--- src/rtl/pc_source_reg.sv ---
// pc_source_reg: registered next-PC stage.
// Selects one of NUM_SRC candidate addresses and loads the PC register on an
// unconditional or a taken conditional write. Exception entry and misaligned
// targets both capture EPC and vector to the handler address. Every PC load
// raises redirect_o for one cycle and bumps a wrapping 16-bit load counter.

// One candidate slot of the source mux.
// Passes its candidate through only when the select matches its index, so
// the top can OR all slots together. An out-of-range select matches no slot
// and yields zero.
module pc_src_slot #(
    parameter int WIDTH = 32,
    parameter int SEL_W = 3,
    parameter int IDX   = 0
) (
    input  logic [WIDTH-1:0] src,
    input  logic [SEL_W-1:0] sel,
    output logic [WIDTH-1:0] masked
);

    // Gate the candidate with its own select decode.
    always_comb begin
        masked = '0;
        if (sel == SEL_W'(IDX))
            masked = src;
    end

endmodule

module pc_source_reg #(
    parameter int          WIDTH     = 32,
    parameter int          NUM_SRC   = 5,
    parameter int          SEL_W     = $clog2(NUM_SRC),
    parameter logic [31:0] RESET_PC  = 32'h0000_0000,
    parameter int          ALIGN_CHK = 1
) (
    input  logic                     clk,
    input  logic                     reset,
    input  logic [NUM_SRC*WIDTH-1:0] src_i,
    input  logic [SEL_W-1:0]         sel_i,
    input  logic                     pc_write_i,
    input  logic                     pc_wcond_i,
    input  logic                     cond_i,
    input  logic                     exc_req_i,
    input  logic [WIDTH-1:0]         exc_vec_i,
    output logic [WIDTH-1:0]         pc_o,
    output logic [WIDTH-1:0]         epc_o,
    output logic [WIDTH-1:0]         target_o,
    output logic                     redirect_o,
    output logic                     misalign_o,
    output logic [15:0]              load_cnt_o
);

    // What the PC register does on the coming edge, in priority order.
    typedef enum logic [1:0] {
        ACT_HOLD = 2'd0,
        ACT_LOAD = 2'd1,
        ACT_TRAP = 2'd2,
        ACT_EXC  = 2'd3
    } pc_act_e;

    // Registered state bundle; next values are computed as one unit.
    typedef struct packed {
        logic [WIDTH-1:0] pc;
        logic [WIDTH-1:0] epc;
        logic             redirect;
        logic             misalign;
        logic [15:0]      cnt;
    } pc_state_t;

    logic [NUM_SRC-1:0][WIDTH-1:0] slot_out;
    logic                          do_load;
    logic                          bad;
    pc_act_e                       act;
    pc_state_t                     cur, nxt;

    // Source mux: one gated slot per candidate, OR-reduced below.
    genvar k;
    generate
        for (k = 0; k < NUM_SRC; k++) begin : g_slot
            pc_src_slot #(
                .WIDTH (WIDTH),
                .SEL_W (SEL_W),
                .IDX   (k)
            ) u_slot (
                .src    (src_i[k*WIDTH +: WIDTH]),
                .sel    (sel_i),
                .masked (slot_out[k])
            );
        end
    endgenerate

    // OR-reduce the gated slots into the selected target.
    always_comb begin
        target_o = '0;
        for (int i = 0; i < NUM_SRC; i++)
            target_o = target_o | slot_out[i];
    end

    // Load request and alignment trap; a taken conditional write and an
    // unconditional write in the same cycle collapse into a single load.
    always_comb begin
        do_load = pc_write_i | (pc_wcond_i & cond_i);
        bad     = (ALIGN_CHK != 0) && do_load && (target_o[1:0] != 2'b00);
    end

    // Priority decode: exception beats trap beats plain load.
    always_comb begin
        act = ACT_HOLD;
        if (exc_req_i)
            act = ACT_EXC;
        else if (bad)
            act = ACT_TRAP;
        else if (do_load)
            act = ACT_LOAD;
    end

    // Next-state for PC, EPC, flags and counter.
    always_comb begin
        nxt          = cur;
        nxt.redirect = 1'b0;
        nxt.misalign = 1'b0;
        unique case (act)
            ACT_EXC: begin
                nxt.epc      = cur.pc;
                nxt.pc       = exc_vec_i;
                nxt.redirect = 1'b1;
            end
            ACT_TRAP: begin
                nxt.epc      = cur.pc;
                nxt.pc       = exc_vec_i;
                nxt.redirect = 1'b1;
                nxt.misalign = 1'b1;
            end
            ACT_LOAD: begin
                nxt.pc       = target_o;
                nxt.redirect = 1'b1;
            end
            default: ;
        endcase
        // Counter wraps naturally at 16 bits.
        if (act != ACT_HOLD)
            nxt.cnt = cur.cnt + 16'd1;
    end

    // State register with synchronous reset taking precedence over all inputs.
    always_ff @(posedge clk) begin
        if (reset) begin
            cur.pc       <= RESET_PC[WIDTH-1:0];
            cur.epc      <= '0;
            cur.redirect <= 1'b0;
            cur.misalign <= 1'b0;
            cur.cnt      <= '0;
        end else begin
            cur <= nxt;
        end
    end

    // Drive outputs straight from the registers.
    always_comb begin
        pc_o       = cur.pc;
        epc_o      = cur.epc;
        redirect_o = cur.redirect;
        misalign_o = cur.misalign;
        load_cnt_o = cur.cnt;
    end

endmodule

--- config.mk ---
export PLATFORM = sky130hd
export DESIGN_NAME = pc_source_reg
export DESIGN_NICKNAME = d
export VERILOG_FILES = /design/src/rtl/pc_source_reg.sv
export SDC_FILE = /design/constraint.sdc
export NUM_CORES = 1
export LEC_CHECK = 0
export ABC_CLOCK_PERIOD_IN_PS = 4450
export CELL_PAD_IN_SITES_DETAIL_PLACEMENT = 2
export CELL_PAD_IN_SITES_GLOBAL_PLACEMENT = 2
export CORE_MARGIN = 1.5
export CORE_UTILIZATION = 21
export CTS_BUF_LIST = sky130_fd_sc_hd__clkbuf_16
export DETAILED_ROUTE_END_ITERATION = 10
export PLACE_DENSITY_LB_ADDON = 0.1
export SLEW_MARGIN = 25
export SYNTH_ARGS = -nofsm -noshare
export SYNTH_HDL_FRONTEND = slang
export SYNTH_SLANG_ARGS = --single-unit
--- constraint.sdc ---
create_clock -name clk -period 4.45 [get_ports clk]
set_clock_uncertainty 0.15 [all_clocks]
set_input_delay 0.89 -clock clk [delete_from_list [all_inputs] [get_ports clk]]
set_output_delay 0.89 -clock clk [all_outputs]
set_load 0.02 [all_outputs]
# [Word level (Yosys, flattened, before mapping)]
# Cells that the tools add are included.
[totals] register_bits=82 latchBits=0 ram_bits=0 rom_bits=0 in_bits=201 elab_cells=37 mem_count=0
[op_classes] n_addsub=1 n_mul=0 n_div=0 n_lt_le_gt_ge=0 eq_ne=7 shifts=0 muxes=11 n_bitwise=6 n_reduce_logical=7
[ops] cell="2-to-1 mux 32 bit" count=5
[ops] cell="bitwise OR 32 bit" count=4
[ops] cell="case mux 32 bit (2 select lines)" count=1
[ops] cell="adder 16 x 1 -> 16 bit, second input constant" count=1
[ops] cell="== test 3 x 2 -> 1 bit, second input constant" count=2
[ops] cell="nonzero test 2 bit" count=3
[ops] cell="== test 2 bit, second input constant" count=2
[ops] cell="2-to-1 mux 2 bit" count=2
[ops] cell="== test 3 x 1 -> 1 bit, second input constant" count=1
[ops] cell="== test 3 bit, second input constant" count=1
[ops] cell="zero test 3 bit" count=1
[ops] cell="2-to-1 mux 1 bit" count=3
[ops] cell="OR reduction 3 bit" count=1
[ops] cell="== test 2 x 1 -> 1 bit, second input constant" count=1
[ops] cell="OR reduction 2 bit" count=1
[ops] cell="AND 1 bit" count=1
[ops] cell="logical AND 1 bit" count=1
[ops] cell="bitwise OR 1 bit" count=1

# [Longest topological paths before layout]
# Gate-level depths: netlist (run 1).
[logic_depth] word_depth=13 ltp_mapped=9 ltp_nobuf=6

# [By module]
# A second synthesis (run 1) with hierarchy kept.
[hier_totals] cells_unflattened=674 area_unflattened_um2=6638.9
[by_module_without_submodules] mod="pc_source_reg" instances=1 cells_each=469 area_per_inst_um2=3891.2 seq_area_each_um2=1641.6
[by_module_without_submodules] mod="pc_src_slot (g_slot[1].u_slot ...)" instances=3 cells_each=41 area_per_inst_um2=610.6 seq_area_each_um2=0.0
[by_module_without_submodules] mod="pc_src_slot (g_slot[0].u_slot)" instances=1 cells_each=41 area_per_inst_um2=550.5 seq_area_each_um2=0.0
[by_module_without_submodules] mod="pc_src_slot (g_slot[3].u_slot)" instances=1 cells_each=41 area_per_inst_um2=365.4 seq_area_each_um2=0.0

# [Worst setup path after synthesis (run 1)]
# OpenSTA, ideal clock, no wires.
[synth_timing] path_type="input to output" from="input sel_i[0]" to="output target_o[29]" arrival_time_ns=2.189 required_ns=3.410 path_slack_ns=1.221 cell_stages=6 path_cell_list="buf_2 > buf_2 > buf_1 > nand3_1 > o21a_1 > o22ai_1"
[synth_between] elab_chain_cells=6 word_cells_on_any_way=14
[synth_lines] element="start: declaration" line="40" source="input logic [SEL_W-1:0] sel_i,"
[synth_lines] element="== test 3 x 1 -> 1 bit or zero test 3 bit (tied branches)" line="24" source="if (sel == SEL_W'(IDX))"
[synth_lines] element="2-to-1 mux 32 bit" line="24"
[synth_lines] element="bitwise OR 32 bit (3 in series)" line="97" source="target_o = target_o | slot_out[i];"
[synth_lines] element="bitwise OR 32 bit (*)" line="97"
[synth_lines] element="end: declaration" line="48" source="output logic [WIDTH-1:0] target_o,"
# Mark *: on every way between the ends. The rest lies on a longest branch, timed or not.

# [Worst setup path after layout (run 1)]
[layout_timing] from="input sel_i[1]" to="output target_o[26]"
# Same word-level chain as after synthesis.

==> results of run 1 <==
## routing by layer
layer	wire length, µm	part of all wire
met1	9708	0.39
met2	12650	0.51
met3	1924	0.077
met4	549	0.022
met5	23	0.00093
## registers in the layout, summed over array words and instances (netlist names)
register / cells
pc_o: 32
epc_o: 32
load_cnt_o: 16
misalign_o: 1
redirect_o: 1
## power groups by stage
stage / combinational (mW) / clock [mW] / sequential (mW)
floorplan: 0.294 / 0 / 0.885
global placement: 0.792 / 0 / 0.828
detailed placement: 0.803 / 0 / 0.831
CTS: 0.806 / 0.731 / 0.815
global route: 0.844 / 0.761 / 0.820
finish: 0.793 / 0.708 / 0.814
## through the flow
step / total power [mW] / hold WS [ns] / utilization / instance area, µm²
finish: 2.314 / 0.3296 / 0.3800 / 8682
global route: 2.426 / 0.3588 / 0.3800 / 8682
CTS: 2.352 / 0.3370 / 0.3800 / 8682
detailed placement: 1.634 / 0.3242 / 0.3682 / 8412
global placement: 1.620 / 0.3123 / 0.3682 / 8412
floorplan: 1.179 / 0.3910 / - / 4921
## synthesized netlist by cell type (2+ instances only)
cell	instances	area share
dfxtp_1	82	0.33
mux2i_1	64	0.13
nand2b_1	64	0.081
nor2_1	39	0.030
clkbuf_1	34	0.026
nand3b_1	30	0.046
nand2_1	28	0.021
a21oi_1	26	0.026
a221o_1	21	0.043
a311o_1	21	0.043
o21ai_0	21	0.021
nand3_1	17	0.017
buf_2	12	0.012
nand4_1	12	0.015
a22oi_1	10	0.015
o21a_1	10	0.015
xor2_1	10	0.018
o221ai_1	9	0.016
o22ai_1	9	0.011
buf_4	5	0.0076
and3_1	4	0.0051
buf_6	4	0.0092
xnor2_1	4	0.0071
buf_1	3	0.0023
a211o_1	2	0.0036
nor2b_1	2	0.0025
nor3_2	2	0.0041
nor3b_1	2	0.0031
nor4_1	2	0.0025
nor4bb_1	2	0.0041
o311ai_1	2	0.0036
## path summary, 6_finish.rpt
kind	slack [ns]	from	endpoint	depth (start not counted)
hold / removal	0.33	epc_o[6]	epc_o[6]	2
setup reg to reg	2.46	load_cnt_o[3]	load_cnt_o[13]	5
hold reg to reg	0.33	epc_o[6]	epc_o[6]	2
setup / recovery	0.17	sel_i[1]	target_o[26]	5
## area by class of cell
class / count / area, µm² / area share
inverters: 1 / 6.256 / 0.0007206
repair buffers: 337 / 3338 / 0.3845
well taps: 313 / 391.6 / 0.04511
multi-input cells: 424 / 3034 / 0.3495
flip-flops and latches: 82 / 1642 / 0.1891
clock buffers: 9 / 225.2 / 0.02594
clock inverters: 7 / 45.04 / 0.005188
## worst max-delay path, cell delays in order
cell and delay, ns:
clkdlybuf4s50_1 0.66, or2_2 0.59, o21ai_0 0.28, a221o_1 0.20, clkdlybuf4s50_1 0.62
## cell families after synthesis
family,Yosys count,synth area share
compound gates,135,0.2087
flops,82,0.3336
simple gates,210,0.2415
fa+ha+maj,1,0.002542
mux,64,0.1302
xor+xnor,14,0.02492
buf+inv,59,0.05848
==> summary.txt, run 1 <==
Floorplan
  • Die area: 24360 µm²
  • Die Wd: about 160 µm
  • CORE AREA: approximately 23000 µm²
  • FP Rows: 55
  • Die Ht: between 150 and 200 µm
  • I/O pins: between 300 and 400
  • Initial core utilization: 0.2154

Yosys
  • Mapped Cells: around 570
  • Sequential share of the synthesized area: 0.3336
  • Unique masters post-synth: between 40 and 50
  • Async set or reset register ratio after synthesis: 0
  • Synth Register Bits: between 80 and 90
  • YS warnings: 0
  • Predominant post-synthesis flop cell: dfxtp_1
  • Post-Syn Nets: approximately 770
  • Number of synthesized flops with an enable pin: 0
  • Mean post-synth cell area: about 8.7 µm²
  • Post-Syn Area: 4921 µm²

Cells and area
  • Share of cells above drive strength 1: 0.06279
  • Most frequent cells in the layout: clkdlybuf4s50_1, dfxtp_1, mux2i_1, nand2b_1, nor2_1
  • Fin cells: between 1k and 1.5k
  • Fillers: 2536
  • Commonest non-fill, non-tap cell in the layout: clkdlybuf4s50_1
  • Antenna diodes: 0
  • Final nets: roughly 1.1k
  • Area grow syn2layout: 76.43%

Timing
  • Final Setup Violations: 0
  • Post-layout min period: roughly 4.3 ns
  • Fmax achieved: 0.2338 GHz
  • Final max-slew violation count: 0
  • Setup TNS: 0 ns
  • Max_slew headroom: 0.3776
  • Hold Vio Cnt, Final: 0
  • RSZ-0062 raised after global routing: false
  • Final WS setup: about 0.17 ns
  • Final cycle utilization of the critical path: 0.9610
  • Tightest Pin Transition: between 0.9 and 1 ns

Clock tree
  • CTS Root Cell: clkbuf_16
  • Clock Latency Late Sink: around 0.35 ns
  • Post-CTS setup buffer count: 0
  • CTS Buffer Depth: 2
  • Clock H-tree levels: 3
  • # resized after CTS: 0
  • Clock sink count: 82
  • Cts hold-fix bufs: 0
  • Clk pin slew, worst setup/hold paths: 0.07 ns
  • TritonCTS clock tree: yes
  • TritonCTS buffer count: 9

Pwr
  • Worst VDD drop: ~170 µV
  • Sequential share of power: 0.352
  • Int Pwr: 1.577 mW
  • Sw Share: 0.3184
  • Power Density: around 270 nW/µm²
  • Logic gate share of total power: 0.343
  • Leakage: approximately 3.2 nW
  • P_sw: 736.7 µW
  • Clock power share: 0.306

Drt
  • Drt drc: 0
  • Post-DRT Antenna Nets: 0
  • Initial DRC count: 223
  • Final wirelength: roughly 25 mm
  • Wire length per cell: 21.19 µm
  • Via-to-Cell Ratio: 4.818
  • Total number of vias: about 5.7k
  • Drt pass-1 iters: 4

Placement
  • Place WS: ~0.10 ns
  • Placed wire-length estimate: about 20 mm
  • Final GP Congestion: just under 0.8
  • # port buffers: 314
  • Dpl cells: between 1k and 1.5k

Worst setup path
  • Data arrival, critical path: approximately 3.2 ns
  • CP Class: input port to primary output
  • Critical Path Fanout Max: 21
  • Critical Path Sink Type: primary output
  • Startpoint types: input port
  • Required @ worst endpoint: roughly 3.4 ns

GRT
  • Initial antenna violation count: 2
  • Grt met2 use: 0.3767
  • Tot GR Track Use: 0.2033
  • Vias in the first global route: roughly 6.4k
  • Grt ovf: 0
  • First-pass GRT wire length: 37.29 mm
  • Largest net degree at the start of global routing: 74
  • Grt met1 use: 0.2173
  • Gr busiest metal: met2
  • Met3 global-route usage: 0.06111

Min path
  • HP Class: register to register

Run status
  • Status: complete, no violations

Run
  • # Max-Cap Violations: 0
No activity file was read; power rests on OpenSTA's default activity.
==> inputs of run 2 (changes only) <==
--- a/config.mk
+++ b/config.mk
@@ -13,7 +13,7 @@
 export CTS_BUF_LIST = sky130_fd_sc_hd__clkbuf_16
 export DETAILED_ROUTE_END_ITERATION = 10
 export PLACE_DENSITY_LB_ADDON = 0.1
-export SLEW_MARGIN = 25
+export SLEW_MARGIN = 20
 export SYNTH_ARGS = -nofsm -noshare
 export SYNTH_HDL_FRONTEND = slang
 export SYNTH_SLANG_ARGS = --single-unit
==> results of run 2 <==
Final layout, timing and power as in run 1 (identical DEF).
==> inputs of run 3 (changes only) <==
--- a/config.mk
+++ b/config.mk
@@ -8,9 +8,10 @@
 export ABC_CLOCK_PERIOD_IN_PS = 4450
 export CELL_PAD_IN_SITES_DETAIL_PLACEMENT = 2
 export CELL_PAD_IN_SITES_GLOBAL_PLACEMENT = 2
-export CORE_MARGIN = 1.5
+export CORE_MARGIN = 1
 export CORE_UTILIZATION = 21
 export CTS_BUF_LIST = sky130_fd_sc_hd__clkbuf_16
+export CTS_CLUSTER_SIZE = 12
 export DETAILED_ROUTE_END_ITERATION = 10
 export PLACE_DENSITY_LB_ADDON = 0.1
 export SLEW_MARGIN = 20
==> run 3 against run 2 <==
  * Global-route usage hardly changed
  * Sequential cell count unchanged
  * Worst hold slack worse by 0.0025 ns
  * Clock-buffer cell count stayed put
  * Sequential power is essentially flat
  * Critical endpoint is now target_o[0]
  * Combinational power decreased by 0.8%
  * Register-to-register slack better by 0.04 ns
  * Final area up 0.35%
  * Wire length down 1.4%
==> summary.txt, run 3 (same netlist as run 1, synthesis figures left out) <==
GRT
  • Met3 global-route usage: 0.06657
  • Grt met2 use: 0.3829
  • Tot GR Track Use: 0.2036
  • Grt met1 use: 0.2115
  • Largest net degree at the start of global routing: 62
  • Initial antenna violation count: 1
  • Vias in the first global route: about 6.4k
  • Gr busiest metal: met2
  • Grt ovf: 0
  • First-pass GRT wire length: 37.16 mm

Pwr
  • Power Density: between 200 and 300 nW/µm²
  • Worst VDD drop: 171.1 µV
  • Leakage: between 3 and 4 nW

Cells and area
  • Fin cells: about 1.2k
  • Final nets: between 1k and 1.5k
  • Most frequent cells in the layout: clkdlybuf4s50_1, dfxtp_1, mux2i_1, nand2b_1, nor2_1
  • Reg area: 1642 µm²
  • Commonest non-fill, non-tap cell in the layout: clkdlybuf4s50_1
  • Finished Core Util: 0.3825
  • Share of cells above drive strength 1: 0.06177
  • Area grow syn2layout: 77.04%
  • Multi-input logic area: between 3000 and 4000 µm²
  • Fillers: about 2.5k

Floorplan
  • CORE AREA: 22780 µm²
  • Die area: between 20000 and 25000 µm²
  • Die Wd: around 160 µm
  • Die Ht: 155.1 µm
  • I/O pins: 315
  • FP Rows: 55
  • Initial core utilization: 0.2160

Worst setup path
  • CP Class: input port to primary output
  • Critical Path Fanout Max: 19
  • Data arrival, critical path: just over 3 ns
  • Reg2reg path depth: 5
  • R2r setup slk: between 2 and 3 ns
  • Largest stage delay on the critical path: slightly above 0.6 ns
  • R2r startpoint: load_cnt_o[3]
  • Largest delay contributor family on the critical path: buffers and inverters
  • Reg-to-reg endpoint: load_cnt_o[15]
  • WP buf/inv: 4
  • Critical Path Sink Type: primary output
  • Startpoint types: input port
  • Required @ worst endpoint: between 3 and 4 ns
  • CP cell instances: clkdlybuf4s50_1, buf_4, mux2i_1, nor3_1, buf_4, or2_1, clkdlybuf4s50_1
  • Crit path max-delay cell type: clkdlybuf4s50_1

Drt
  • Initial DRC count: 170
  • Drt drc: 0
  • Via-to-Cell Ratio: around 4.8
  • Final wirelength: around 25 mm
  • Wire length per cell: roughly 21 µm
  • Total number of vias: between 5k and 6k
  • Post-DRT Antenna Nets: 0
  • Drt pass-1 iters: 4

Clock tree
  • CTS Root Cell: clkbuf_16
  • Clock sink count: 82
  • TritonCTS clock tree: yes
  • # resized after CTS: 0
  • Clock H-tree levels: 3
  • Post-CTS setup buffer count: 0
  • Clock Latency Late Sink: between 0.3 and 0.4 ns
  • Clk pin slew, worst setup/hold paths: approximately 0.060 ns
  • TritonCTS buffer count: 9
  • Cts hold-fix bufs: 0
  • CTS Buffer Depth: 2

Min path
  • Hold worst-path end: epc_o[15]
  • HP Class: register to register
  • Min-delay src: epc_o[15]
  • WHS Path Cells: 2

Timing
  • Post-layout min period: just over 4 ns
  • Tightest Pin Transition: a little under 0.9 ns
  • Final Setup Violations: 0
  • RSZ-0062 raised after global routing: false
  • Setup TNS: 0 ns
  • Max_slew headroom: 0.4195
  • Fmax achieved: 0.2422 GHz
  • Hold Vio Cnt, Final: 0
  • Final max-slew violation count: 0
  • Final cycle utilization of the critical path: 0.9279

Placement
  • Final GP Congestion: 0.7566
  • Placed wire-length estimate: 19.53 mm
  • # port buffers: roughly 310
  • Dpl cells: roughly 1.2k

Run
  • # Max-Cap Violations: 0

Run status
  • Status: complete, no violations
-- run 3: cell types whose count changed in the layout (fill, tap and decap cells not counted), sizes merged --
cell	before	now
buf	27	24
diode	0	2
bufinv	0	1
clkdlybuf4s50	310	311
clkinv	2	1
clkinvlp	2	1
inv	4	5
-- run 3: how the worst max path moves through the flow --
| stage | startpoint | endpoint | slack [ns] | depth (start not counted) |
|---|---|---|---|---|
| after floorplan | sel_i[0] | target_o[29] | 1.22 | 6 |
| after global placement | sel_i[1] | target_o[0] | 0.31 | 7 |
| after detailed placement | sel_i[1] | target_o[0] | 0.31 | 7 |
| after CTS | sel_i[1] | target_o[0] | 0.31 | 7 |
| after global routing | sel_i[1] | target_o[1] | 0.20 | 7 |
| final | sel_i[1] | target_o[0] | 0.32 | 7 |
-- run 3: final cells by class --
| type | instances | share of cell area |
|---|---|---|
| clock inverters | 7 | 0.009479 |
| clock buffers | 9 | 0.02585 |
| well taps | 313 | 0.04495 |
| diodes | 2 | 0.0005745 |
| flip-flops and latches | 82 | 0.1884 |
| multi-input cells | 424 | 0.3483 |
| inverters | 1 | 0.0007181 |
| repair buffers | 335 | 0.3817 |
-- run 3: power breakdown --
group	switching (mW)	internal, mW	total, mW	leakage, nW
combinational	0.372	0.415	0.787	2.36
clock	0.355	0.447	0.801	0.150
sequential	0.0315	0.783	0.815	0.672
total	0.758	1.64	2.40	3.18
-- run 3: through the flow --
stage | hold WS, ns | cell area [µm²] | setup WS [ns] | power, mW
6_report | 0.3271 | 8712 | 0.3209 | 2.403
5_1_grt | 0.3462 | 8710 | 0.1974 | 2.506
4_1_cts | 0.3338 | 8707 | 0.3051 | 2.440
3_5_place_dp | 0.3180 | 8399 | 0.3065 | 1.629
3_3_place_gp | 0.3096 | 8399 | 0.3078 | 1.612
2_1_floorplan | 0.3910 | 4921 | 1.221 | 1.179
-- run 3: metal layers --
layer / vias up / part of all wire / routed length, µm
li1: 2654 / - / -
met1: 2749 / 0.39 / 9437
met2: 195 / 0.51 / 12590
met3: 29 / 0.078 / 1915
met4: 0 / 0.023 / 572
met5: - / 0 / 0
-- run 3: tightest hold or removal path: stages, from the launching register on --
cell and delay [ns]:
dfxtp_1 0.31, nand2b_1 0.06, mux2i_1 0.06
